[config.mk]
export PLATFORM = sky130hd
export DESIGN_NAME = reg_read_hazard_unit
export DESIGN_NICKNAME = d
export VERILOG_FILES = /design/src/rtl/mips_pkg.sv /design/src/rtl/hazard_slot.sv /design/src/rtl/reg_read_hazard_unit.sv
export SDC_FILE = /design/constraint.sdc
export NUM_CORES = 1
export LEC_CHECK = 0
export BUFFER_PORTS_ARGS = -buffer_cell sky130_fd_sc_hd__clkbuf_2
export CORE_ASPECT_RATIO = 0.5
export CORE_MARGIN = 1
export CORE_UTILIZATION = 46
export CTS_BUF_LIST = sky130_fd_sc_hd__clkbuf_8
export CTS_CLUSTER_DIAMETER = 60
export CTS_CLUSTER_SIZE = 16
export DETAILED_ROUTE_END_ITERATION = 8
export PLACE_DENSITY = 0.71
export SETUP_SLACK_MARGIN = 0.02
export SYNTH_ARGS = -nofsm -noshare
export SYNTH_HDL_FRONTEND = slang
export SYNTH_SLANG_ARGS = --single-unit
export TNS_END_PERCENT = 100
[constraint.sdc]
create_clock -name clk -period 1.6 [get_ports clk]
set_input_delay 0.24 -clock clk [delete_from_list [all_inputs] [get_ports clk]]
set_output_delay 0.24 -clock clk [all_outputs]
set_load 0.02 [all_outputs]
[src/rtl/mips_pkg.sv]
// Shared pipeline definitions for the MIPS hazard logic: register
// specifier width, forwarding-select encodings and the in-flight slot record.
package mips_pkg;

    localparam int REG_ADDR_W = 5;
    localparam logic [REG_ADDR_W-1:0] ZERO_REG = '0;

    localparam logic [1:0] FWD_REGFILE = 2'b00;
    localparam logic [1:0] FWD_WB      = 2'b01;
    localparam logic [1:0] FWD_MEM     = 2'b10;

    typedef struct packed {
        logic                  valid;
        logic [REG_ADDR_W-1:0] dest;
        logic                  regwrite;
        logic                  isload;
    } slot_t;

    // A slot supplies a value for a source register only if it really writes it.
    function automatic logic fwdMatch(input slot_t s, input logic uses,
                                      input logic [REG_ADDR_W-1:0] src);
        return s.valid && s.regwrite && uses && (s.dest == src);
    endfunction

endpackage

[src/rtl/hazard_slot.sv]
// One pipeline-stage record of an in-flight destination register;
// a bubble or reset clears every field.
module hazard_slot
    import mips_pkg::*;
(
    input  logic  clk,
    input  logic  reset,
    input  logic  bubble,
    input  slot_t nextSlot,
    output slot_t slot
);

    always_ff @(posedge clk) begin
        if (reset || bubble)
            slot <= '0;
        else
            slot <= nextSlot;
    end

endmodule

[src/rtl/reg_read_hazard_unit.sv]
// Tracks destination registers through EX/MEM/WB and produces operand
// forwarding selects, the load-use stall, ID write-through bypass and the WB port.
module reg_read_hazard_unit
    import mips_pkg::*;
(
    input  logic                  clk,
    input  logic                  reset,
    input  logic                  IdValid,
    input  logic [REG_ADDR_W-1:0] IdRs,
    input  logic [REG_ADDR_W-1:0] IdRt,
    input  logic                  IdUsesRs,
    input  logic                  IdUsesRt,
    input  logic [REG_ADDR_W-1:0] IdWriteReg,
    input  logic                  IdRegWrite,
    input  logic                  IdMemRead,
    input  logic                  Flush,
    output logic                  Stall,
    output logic [1:0]            ForwardA,
    output logic [1:0]            ForwardB,
    output logic                  IdBypassA,
    output logic                  IdBypassB,
    output logic [REG_ADDR_W-1:0] WbWriteReg,
    output logic                  WbRegWrite
);

    slot_t idSlot;
    slot_t exSlot;
    slot_t memSlot;
    slot_t wbSlot;
    logic  exBubble;

    logic [REG_ADDR_W-1:0] exRs;
    logic [REG_ADDR_W-1:0] exRt;
    logic                  exUsesRs;
    logic                  exUsesRt;

    logic unusedSlotBits;

    // Writes to $0 are dropped on entry so later compares never see them.
    always_comb begin
        idSlot          = '0;
        idSlot.valid    = 1'b1;
        idSlot.dest     = IdWriteReg;
        idSlot.regwrite = IdRegWrite && (IdWriteReg != ZERO_REG);
        idSlot.isload   = IdMemRead;
    end

    assign exBubble = Stall || Flush || !IdValid;

    hazard_slot exStage (
        .clk      (clk),
        .reset    (reset),
        .bubble   (exBubble),
        .nextSlot (idSlot),
        .slot     (exSlot)
    );

    hazard_slot memStage (
        .clk      (clk),
        .reset    (reset),
        .bubble   (1'b0),
        .nextSlot (exSlot),
        .slot     (memSlot)
    );

    hazard_slot wbStage (
        .clk      (clk),
        .reset    (reset),
        .bubble   (1'b0),
        .nextSlot (memSlot),
        .slot     (wbSlot)
    );

    // Source operands of the EX instruction, cleared together with its slot.
    always_ff @(posedge clk) begin
        if (reset || exBubble) begin
            exRs     <= '0;
            exRt     <= '0;
            exUsesRs <= 1'b0;
            exUsesRt <= 1'b0;
        end else begin
            exRs     <= IdRs;
            exRt     <= IdRt;
            exUsesRs <= IdUsesRs;
            exUsesRt <= IdUsesRt;
        end
    end

    assign Stall = IdValid && exSlot.valid && exSlot.isload && (exSlot.dest != ZERO_REG) &&
                   ((IdUsesRs && (IdRs == exSlot.dest)) || (IdUsesRt && (IdRt == exSlot.dest)));

    // MEM holds the youngest producer, so it wins over WB.
    always_comb begin
        ForwardA = FWD_REGFILE;
        if (fwdMatch(memSlot, exUsesRs, exRs))
            ForwardA = FWD_MEM;
        else if (fwdMatch(wbSlot, exUsesRs, exRs))
            ForwardA = FWD_WB;

        ForwardB = FWD_REGFILE;
        if (fwdMatch(memSlot, exUsesRt, exRt))
            ForwardB = FWD_MEM;
        else if (fwdMatch(wbSlot, exUsesRt, exRt))
            ForwardB = FWD_WB;
    end

    assign IdBypassA  = fwdMatch(wbSlot, IdUsesRs, IdRs);
    assign IdBypassB  = fwdMatch(wbSlot, IdUsesRt, IdRt);
    assign WbRegWrite = wbSlot.valid && wbSlot.regwrite;
    assign WbWriteReg = WbRegWrite ? wbSlot.dest : ZERO_REG;

    assign unusedSlotBits = ^{exSlot.regwrite, memSlot.isload, wbSlot.isload};

endmodule
== Word level (Yosys, flattened, before mapping) ==
Cells that the tools add are included.
Operators by class
  $add $sub $neg: 0
  $mul: 0
  divide/modulo/power cells: 0
  $lt $le $gt $ge: 0
  equality and inequality tests: 8
  shift operators: 0
  multiplexer cells: 6
  bitwise operators: 0
  reduce and logical (&&, ||, !) cells: 28
Operators with widths (count)
  $eq 5x5->1: 8
  $logic_and 1x1->1: 21
  $reduce_bool 5->1: 2
  $mux 8: 1
  $mux 5: 1
  $logic_or 1x1->1: 4
  $mux 2: 2
  $mux 1: 2
  $logic_not 1->1: 1
Word-level totals
  bits in registers: 34
  latch bits: 0
  bits in writable memories: 0
  memory bits (read-only): 0
  input port bits: 23
  output and inout bits: 13
  word-level logic and storage cells: 56
  memories: 0

== Longest topological paths before layout ==
Gate-level depths: netlist (run 1).
  depth in word-level cells: 8
  depth in mapped cells: 6
  depth with buffers taken out: 5

== Cells and area by module ==
From an unflattened synthesis (run 1), not the netlist that was laid out.
Second synthesis, totals
  cell total of the unflattened synthesis: 178
  area, all modules: 1836.8 um2
Modules (own cells, without submodules)
  reg_read_hazard_unit: instances 1, cells each 124, area an instance 988.4 um2, seq. area each 240.2 um2
  hazard_slot: instances 3, cells each 18, area an instance 282.8 um2, seq. area each 160.2 um2

== Worst setup path before layout (run 1) ==
OpenSTA, ideal clock, no wires.
  kind: register to output
  from: register memStage.slot[4] in the netlist's numbering
  to: output port ForwardA[0]
  data arrival time: 1389 ps
  data required time: 1360 ps
  setup slack: -29 ps
  cell stages (with the launch flop): 5
  buffers on the path: 0
  cells stage by stage: dfxtp_1 -> xnor2_1 -> nand4_1 -> nor3_1 -> nor2_1
On the way
  cells in the longest elaborated chain, start to end: 3
Ends and longest elaborated chain
  from (decl): RTL line hazard_slot.sv:10  | output slot_t slot
  from (signal assigned): RTL line hazard_slot.sv:17  | slot <= nextSlot;
  $eq 5x5->1: RTL line mips_pkg.sv:22  | return s.valid && s.regwrite && uses && (s.dest == src);
  $logic_and 1x1->1: RTL line mips_pkg.sv:22
  $mux 2: RTL line reg_read_hazard_unit.sv:95  | if (fwdMatch(memSlot, exUsesRs, exRs))
  to (decl): RTL line reg_read_hazard_unit.sv:18  | output logic [1:0] ForwardA,
No other way between the ends.

== Final worst setup path (run 1) ==
  from: register wbStage.slot[2] in the netlist's numbering
  to: output port ForwardA[0]
On the way
  cells in the longest elaborated chain, start to end: 4
Ends and longest elaborated chain
  from (decl): RTL line hazard_slot.sv:10
  from (signal assigned): RTL line hazard_slot.sv:17
  $eq 5x5->1: RTL line mips_pkg.sv:22
  $logic_and 1x1->1: RTL line mips_pkg.sv:22
  $mux 1: RTL line reg_read_hazard_unit.sv:97  | else if (fwdMatch(wbSlot, exUsesRs, exRs))
  $mux 2: RTL line reg_read_hazard_unit.sv:95
No other way between the ends.

==> flow_summary.ini, run 1 <==
[status]
status = complete, but fails checks
violations = setup timing

[worst_setup_path]
regToRegEndpoint = exStage.slot[1]$_SDFF_PP0_
start_kind = register
end_kind = output pin
cpPeakStageDelay_ns = 0.37
cp.required_ns = 1.36
r2r_cells = 6
critPathKind = reg -> out
r2r_start = exStage.slot[6]$_SDFF_PP0_
worst_ep_arrival_time_ns = 1.54
rrSetupSlack_ns = 0.16
path_cells = xor2_2 -> nor4_2 -> nand4_1 -> nor2_1 -> buf_4
path_max_fanout = 5
crit_slowest_cell = dfxtp_4

[timing]
hold_violations = 0
max_freq_mhz = 560
fin_ws_ns = -0.185
skew_ns = 0.0126
rsz0062_at_grt = yes
slew_headroom = 0.747
setup_tns_ns = -0.601
post-route-period-util = 1.12
period_minus_slack_ns = 1.78
slew_violations = 0
setup_viol = 5
tightest_slew_ns = 0.378

[finish]
final_common_cell = clkbuf_2
insertedDiodeCount = 0
register_area_um2 = 718
fillers = 238
areaGrowthSynthToFinish_pct = 35.0
multi_input_area_um2 = 882
nNetsFinal = 216
drive_gt1_frac = 0.435
stdcell_count = 233
layout_common_cells = 28 x clkbuf_2, 19 x and2_1, 19 x xnor2_1, 18 x dfxtp_1, 14 x nor2b_1

[clocking]
clk_pin_slew_worst_paths_ns = 0.07
clock_sinks = 34
clkLatencyLatePin_ns = 0.29
max-clock-path-buffers = 2
cts_root_buffer = clkbuf_8
cts_htree_levels = 2
cts_buffers = 5
cts_tree = done

[synthesis]
syn_avg_cell_area_um2 = 9.82
yosys_register_bits = 34
syn_nets = 174
synth_area_um2 = 1480
synth_cell_types = 21
syn_inst = 151
seq_area_frac_synth = 0.459
yosysWarnings = 0

[grt]
grt_max_degree = 21
grt_pass1_vias = 1119
grt_usage = 0.223
grt_pass1_wl_um = 5380
grt_antenna_before_repair = 0
overflow = 0

[hold_path]
hold_path_depth = 2
holdCritStartpoint = IdMemRead
min_to = exStage.slot[0]$_SDFF_PP0_
hp-class = in -> reg

[drt]
viasPerCell = 4.82
first_pass_iters = 4
drc = 0
num_vias = 1123
initialDrtViolationCount = 47
ant_nets = 0
wirelength_um = 3370
routedWlPerCell_um = 14.5

[place]
port_buffers = 35
dp_cells = 221
place_ws_ns = 0.0106
place.gp.congestion = 0.787
place_hpwl_um = 2410

[die]
die_area_um2 = 3470
rows = 14
start_util = 0.489
ioPinCount = 36
die_w_um = 82.3
coreArea_um2 = 3030
fp.dieH_um = 42.1

[power_and_ir_drop]
ir_worst_vdd_uv = 460
power_density_nw_per_um2 = 813
p_leak_uw = 0.000887

[flow_run]
max_cap_violations = 0
-- worst max path at each step --
stage                                     startpoint           to  slack [ns]
after floorplan           wbStage.slot[3]$_SDFF_PP0_  ForwardA[0]         0.1
after global placement    wbStage.slot[5]$_SDFF_PP0_  ForwardB[0]        0.04
after detailed placement  wbStage.slot[2]$_SDFF_PP0_    IdBypassA        0.01
after CTS                 wbStage.slot[3]$_SDFF_PP0_  ForwardA[0]       -0.18
after global routing      wbStage.slot[2]$_SDFF_PP0_  ForwardA[0]       -0.29
final                     wbStage.slot[2]$_SDFF_PP0_  ForwardA[0]       -0.18
-- where the power goes --
part / internal (uW) / total, uW / switching [uW]
logic: 81.4 / 154 / 73.1
clock network: 292 / 596 / 304
registers: 856 / 876 / 19.9
total: 1230 / 1630 / 397
-- registers in the layout, summed over array words and instances, names as in the netlist --
register and count:
exStage.slot 8, memStage.slot 7, wbStage.slot 7, exRs 5
exRt 5, exUsesRs 1, exUsesRt 1
-- cell type report --
cell class | instances | area share
clock buffer | 5 | 0.0344
clock inverter | 2 | 0.00500
multi-input combinational | 109 | 0.441
sequential | 34 | 0.359
tap | 40 | 0.0250
timing repair buffer | 43 | 0.136
-- cells by family (layout without fill, tap and decap cells) --
logic type,Yosys count,count (layout),synth area share
AND/OR/NAND/NOR,65,65,0.261
XOR/XNOR,40,40,0.236
flip-flops,34,34,0.459
buffers and inverters,8,50,0.0236
AO/OA/AOI/OAI,4,4,0.0203
-- layer usage --
metal,part of all wire,track usage,vias up,wire length [um]
li1,-,-,570,-
met2,0.44,0.309,33,1480
met3,0.055,0.0652,5,185
met4,0.0098,0.0947,0,33
met5,0,0,-,0
met1,0.50,0.318,515,1670
-- timing repair --
item                                    CTS  global route
pin swaps                                11            10
hold buffers                              0             0
endpoints found under the setup margin    7             7
buffers inserted                          2             3
resized for setup                        39            14
gates cloned                              0             0
-- worst max-delay path, delay by kind of cell (launching register included) --
kind                   cells  cell delay, ns
AND/OR/NAND/NOR            3            0.59
XOR/XNOR                   1            0.15
buffers and inverters      1            0.14
flip-flops                 1            0.37
-- synth_stat cells (all sizes together) --
| library cell | n | area [um2] |
|---|---|---|
| nand2 | 3 | 11.3 |
| clkbuf | 6 | 22.5 |
| or3 | 1 | 6.26 |
| buf | 2 | 12.5 |
| and3 | 5 | 31.3 |
| xnor2 | 22 | 193 |
| nor2b | 14 | 87.6 |
| xor2 | 18 | 158 |
| nor4 | 4 | 25.0 |
| nand4 | 6 | 37.5 |
| nor2 | 4 | 15.0 |
| nor3 | 3 | 15.0 |
| a21oi | 2 | 13.8 |
| nand3 | 3 | 15.0 |
| o311a | 1 | 10.0 |
| o22ai | 1 | 6.26 |
| and2 | 20 | 125 |
| dfxtp | 34 | 681 |
| and4 | 2 | 17.5 |
-- metrics by stage --
stage / instance area [um2] / total power, uW / utilization / hold WS (ns)
after floorplan: 1490 / 974 / - / 0.312
after global placement: 1710 / 1030 / 0.563 / 0.435
after detailed placement: 1710 / 1030 / 0.563 / 0.443
after CTS: 1930 / 1620 / 0.636 / 0.154
after global routing: 2000 / 1700 / 0.661 / 0.166
final: 2000 / 1630 / 0.661 / 0.158
Note: power is estimated with default switching activity, not from simulation.
==> run 2: changes to the inputs <==
Settings changed: SETUP_SLACK_MARGIN 0.02 to 0.1.
==> run 2 against run 1 <==
  * Clock skew shrank 0.0026 ns
  * Critical path type unchanged
  * Highest routed layer unchanged
  * Largest cell class unchanged
  * Via count grew 2.0%
  * Non-clock buffer count shrank 3
  * Utilization grew 2.0 points
  * Worst setup slack lost 0.026 ns
  * Critical path depth is the same
  * The run still ends with setup timing left
==> flow_summary.ini, run 2 (synthesis gave the netlist of run 1 again) <==
[flow_run]
max_cap_violations = 0

[drt]
routedWlPerCell_um = 14.5
num_vias = 1145
first_pass_iters = 4
drc = 0
viasPerCell = 4.98
initialDrtViolationCount = 53
ant_nets = 0
wirelength_um = 3340

[finish]
largest-register = exStage.slot
insertedDiodeCount = 0
areaGrowthSynthToFinish_pct = 39.2
final_common_cell = clkbuf_2
drive_gt1_frac = 0.474
reg_top3 = exStage.slot: 8 flops, memStage.slot: 7 flops, wbStage.slot: 7 flops
largest_reg_flops = 8
nNetsFinal = 213
layout_common_cells = 28 x clkbuf_2, 16 x xor2_1, 16 x dfxtp_1, 15 x and2_1, 14 x nor2b_1

[timing]
skew_ns = 0.0100
slew_violations = 0
rsz0062_at_grt = yes
post-route-period-util = 1.13
setup_viol = 5
hold_violations = 0
setup_tns_ns = -0.632
period_minus_slack_ns = 1.81
tightest_slew_ns = 0.373
max_freq_mhz = 552
slew_headroom = 0.751
fin_ws_ns = -0.211

[worst_setup_path]
cp.required_ns = 1.36
rrSetupSlack_ns = 0.13
start_kind = register
end_kind = output pin
critPathKind = reg -> out
path_max_fanout = 5
worst_ep_arrival_time_ns = 1.57

[hold_path]
hp-class = in -> reg

[clocking]
clk_pin_slew_worst_paths_ns = 0.07
max-clock-path-buffers = 2
clock_sinks = 34
cts_root_buffer = clkbuf_8
clkLatencyLatePin_ns = 0.29
cts_buffers = 5
cts_tree = done
cts_hold_buf = 0
cts_htree_levels = 2

[power_and_ir_drop]
power.share.switching = 0.216
p_leak_uw = 0.000907
p_comb_frac = 0.086
p_seq_frac = 0.477
p_switching_uw = 397
power_density_nw_per_um2 = 888
p_clk_frac = 0.437
ir_worst_vdd_uv = 859
p_int_uw = 1440
total_power_uw = 1830

[grt]
grt_antenna_before_repair = 0
grt_pass1_vias = 1109
grt_max_degree = 21
grt_usage = 0.218
grt_pass1_wl_um = 5260
overflow = 0

[place]
place.gp.congestion = 0.803
port_buffers = 35
place_hpwl_um = 2440

[die]
coreArea_um2 = 3030
rows = 14
ioPinCount = 36
start_util = 0.489
die_w_um = 82.3
fp.dieH_um = 42.1
die_area_um2 = 3470

[status]
violations = setup timing
status = complete, but fails checks
[run 2: what timing repair did]
item	CTS	global route
gates resized for setup	44	20
hold endpoints to repair	0	0
pin swaps	16	26
setup buffers	0	2
setup endpoints to repair	26	7
[run 2: stage by stage]
stage / cell area [um2] / hold slack [ns] / util / setup slack, ns / std cells
floorplan: 1500 / 0.312 / - / 0.163 / 151
finish: 2060 / 0.162 / 0.681 / -0.211 / 230
CTS: 1960 / 0.148 / 0.647 / -0.169 / 228
global placement: 1710 / 0.437 / 0.564 / 0.0156 / 221
global route: 2060 / 0.168 / 0.681 / -0.307 / 230
detailed placement: 1710 / 0.437 / 0.564 / 0.0253 / 221
[run 2: area by class of cell]
| class | instances | area (um2) |
|---|---|---|
| Tap cell | 40 | 50.0 |
| Multi-Input combinational cell | 109 | 910 |
| Fill cell | 221 | 967 |
| Timing Repair Buffer | 40 | 263 |
| Clock buffer | 6 | 82.6 |
| Clock inverter | 1 | 30.0 |
| Sequential cell | 34 | 728 |
[run 2: worst paths after layout]
kind                                    from                     endpoint  cells after the start
setup / recovery  wbStage.slot[3]$_SDFF_PP0_                  ForwardB[0]                      5
hold / removal                     IdMemRead   exStage.slot[0]$_SDFF_PP0_                      2
setup reg to reg  exStage.slot[3]$_SDFF_PP0_   exStage.slot[1]$_SDFF_PP0_                      6
hold reg to reg   exStage.slot[1]$_SDFF_PP0_  memStage.slot[1]$_SDFF_PP0_                      1
[run 2: routing by layer]
| metal | part of all wire | GRT usage | up-vias | routed length [um] |
|---|---|---|---|---|
| li1 | - | - | 572 | - |
| met1 | 0.48 | 0.283 | 523 | 1600 |
| met2 | 0.45 | 0.339 | 37 | 1520 |
| met3 | 0.041 | 0.0717 | 13 | 136 |
| met4 | 0.026 | 0.0737 | 0 | 87 |
| met5 | 0 | 0 | - | 0 |
[run 2: worst max-delay path, cell delays in order (launching register included)]
cell and delay (ns):
dfxtp_4 0.37, xor2_1 0.16, nor4_2 0.33, nand4_1 0.17, nor2_2 0.11, clkbuf_8 0.15
[run 2: power by group through the flow]
stage | sequential (uW) | clock (uW) | combinational, uW
after floorplan | 897 | 0 | 77.4
after global placement | 903 | 0 | 130
after detailed placement | 903 | 0 | 130
after CTS | 878 | 809 | 139
after global routing | 876 | 854 | 172
final | 874 | 801 | 157
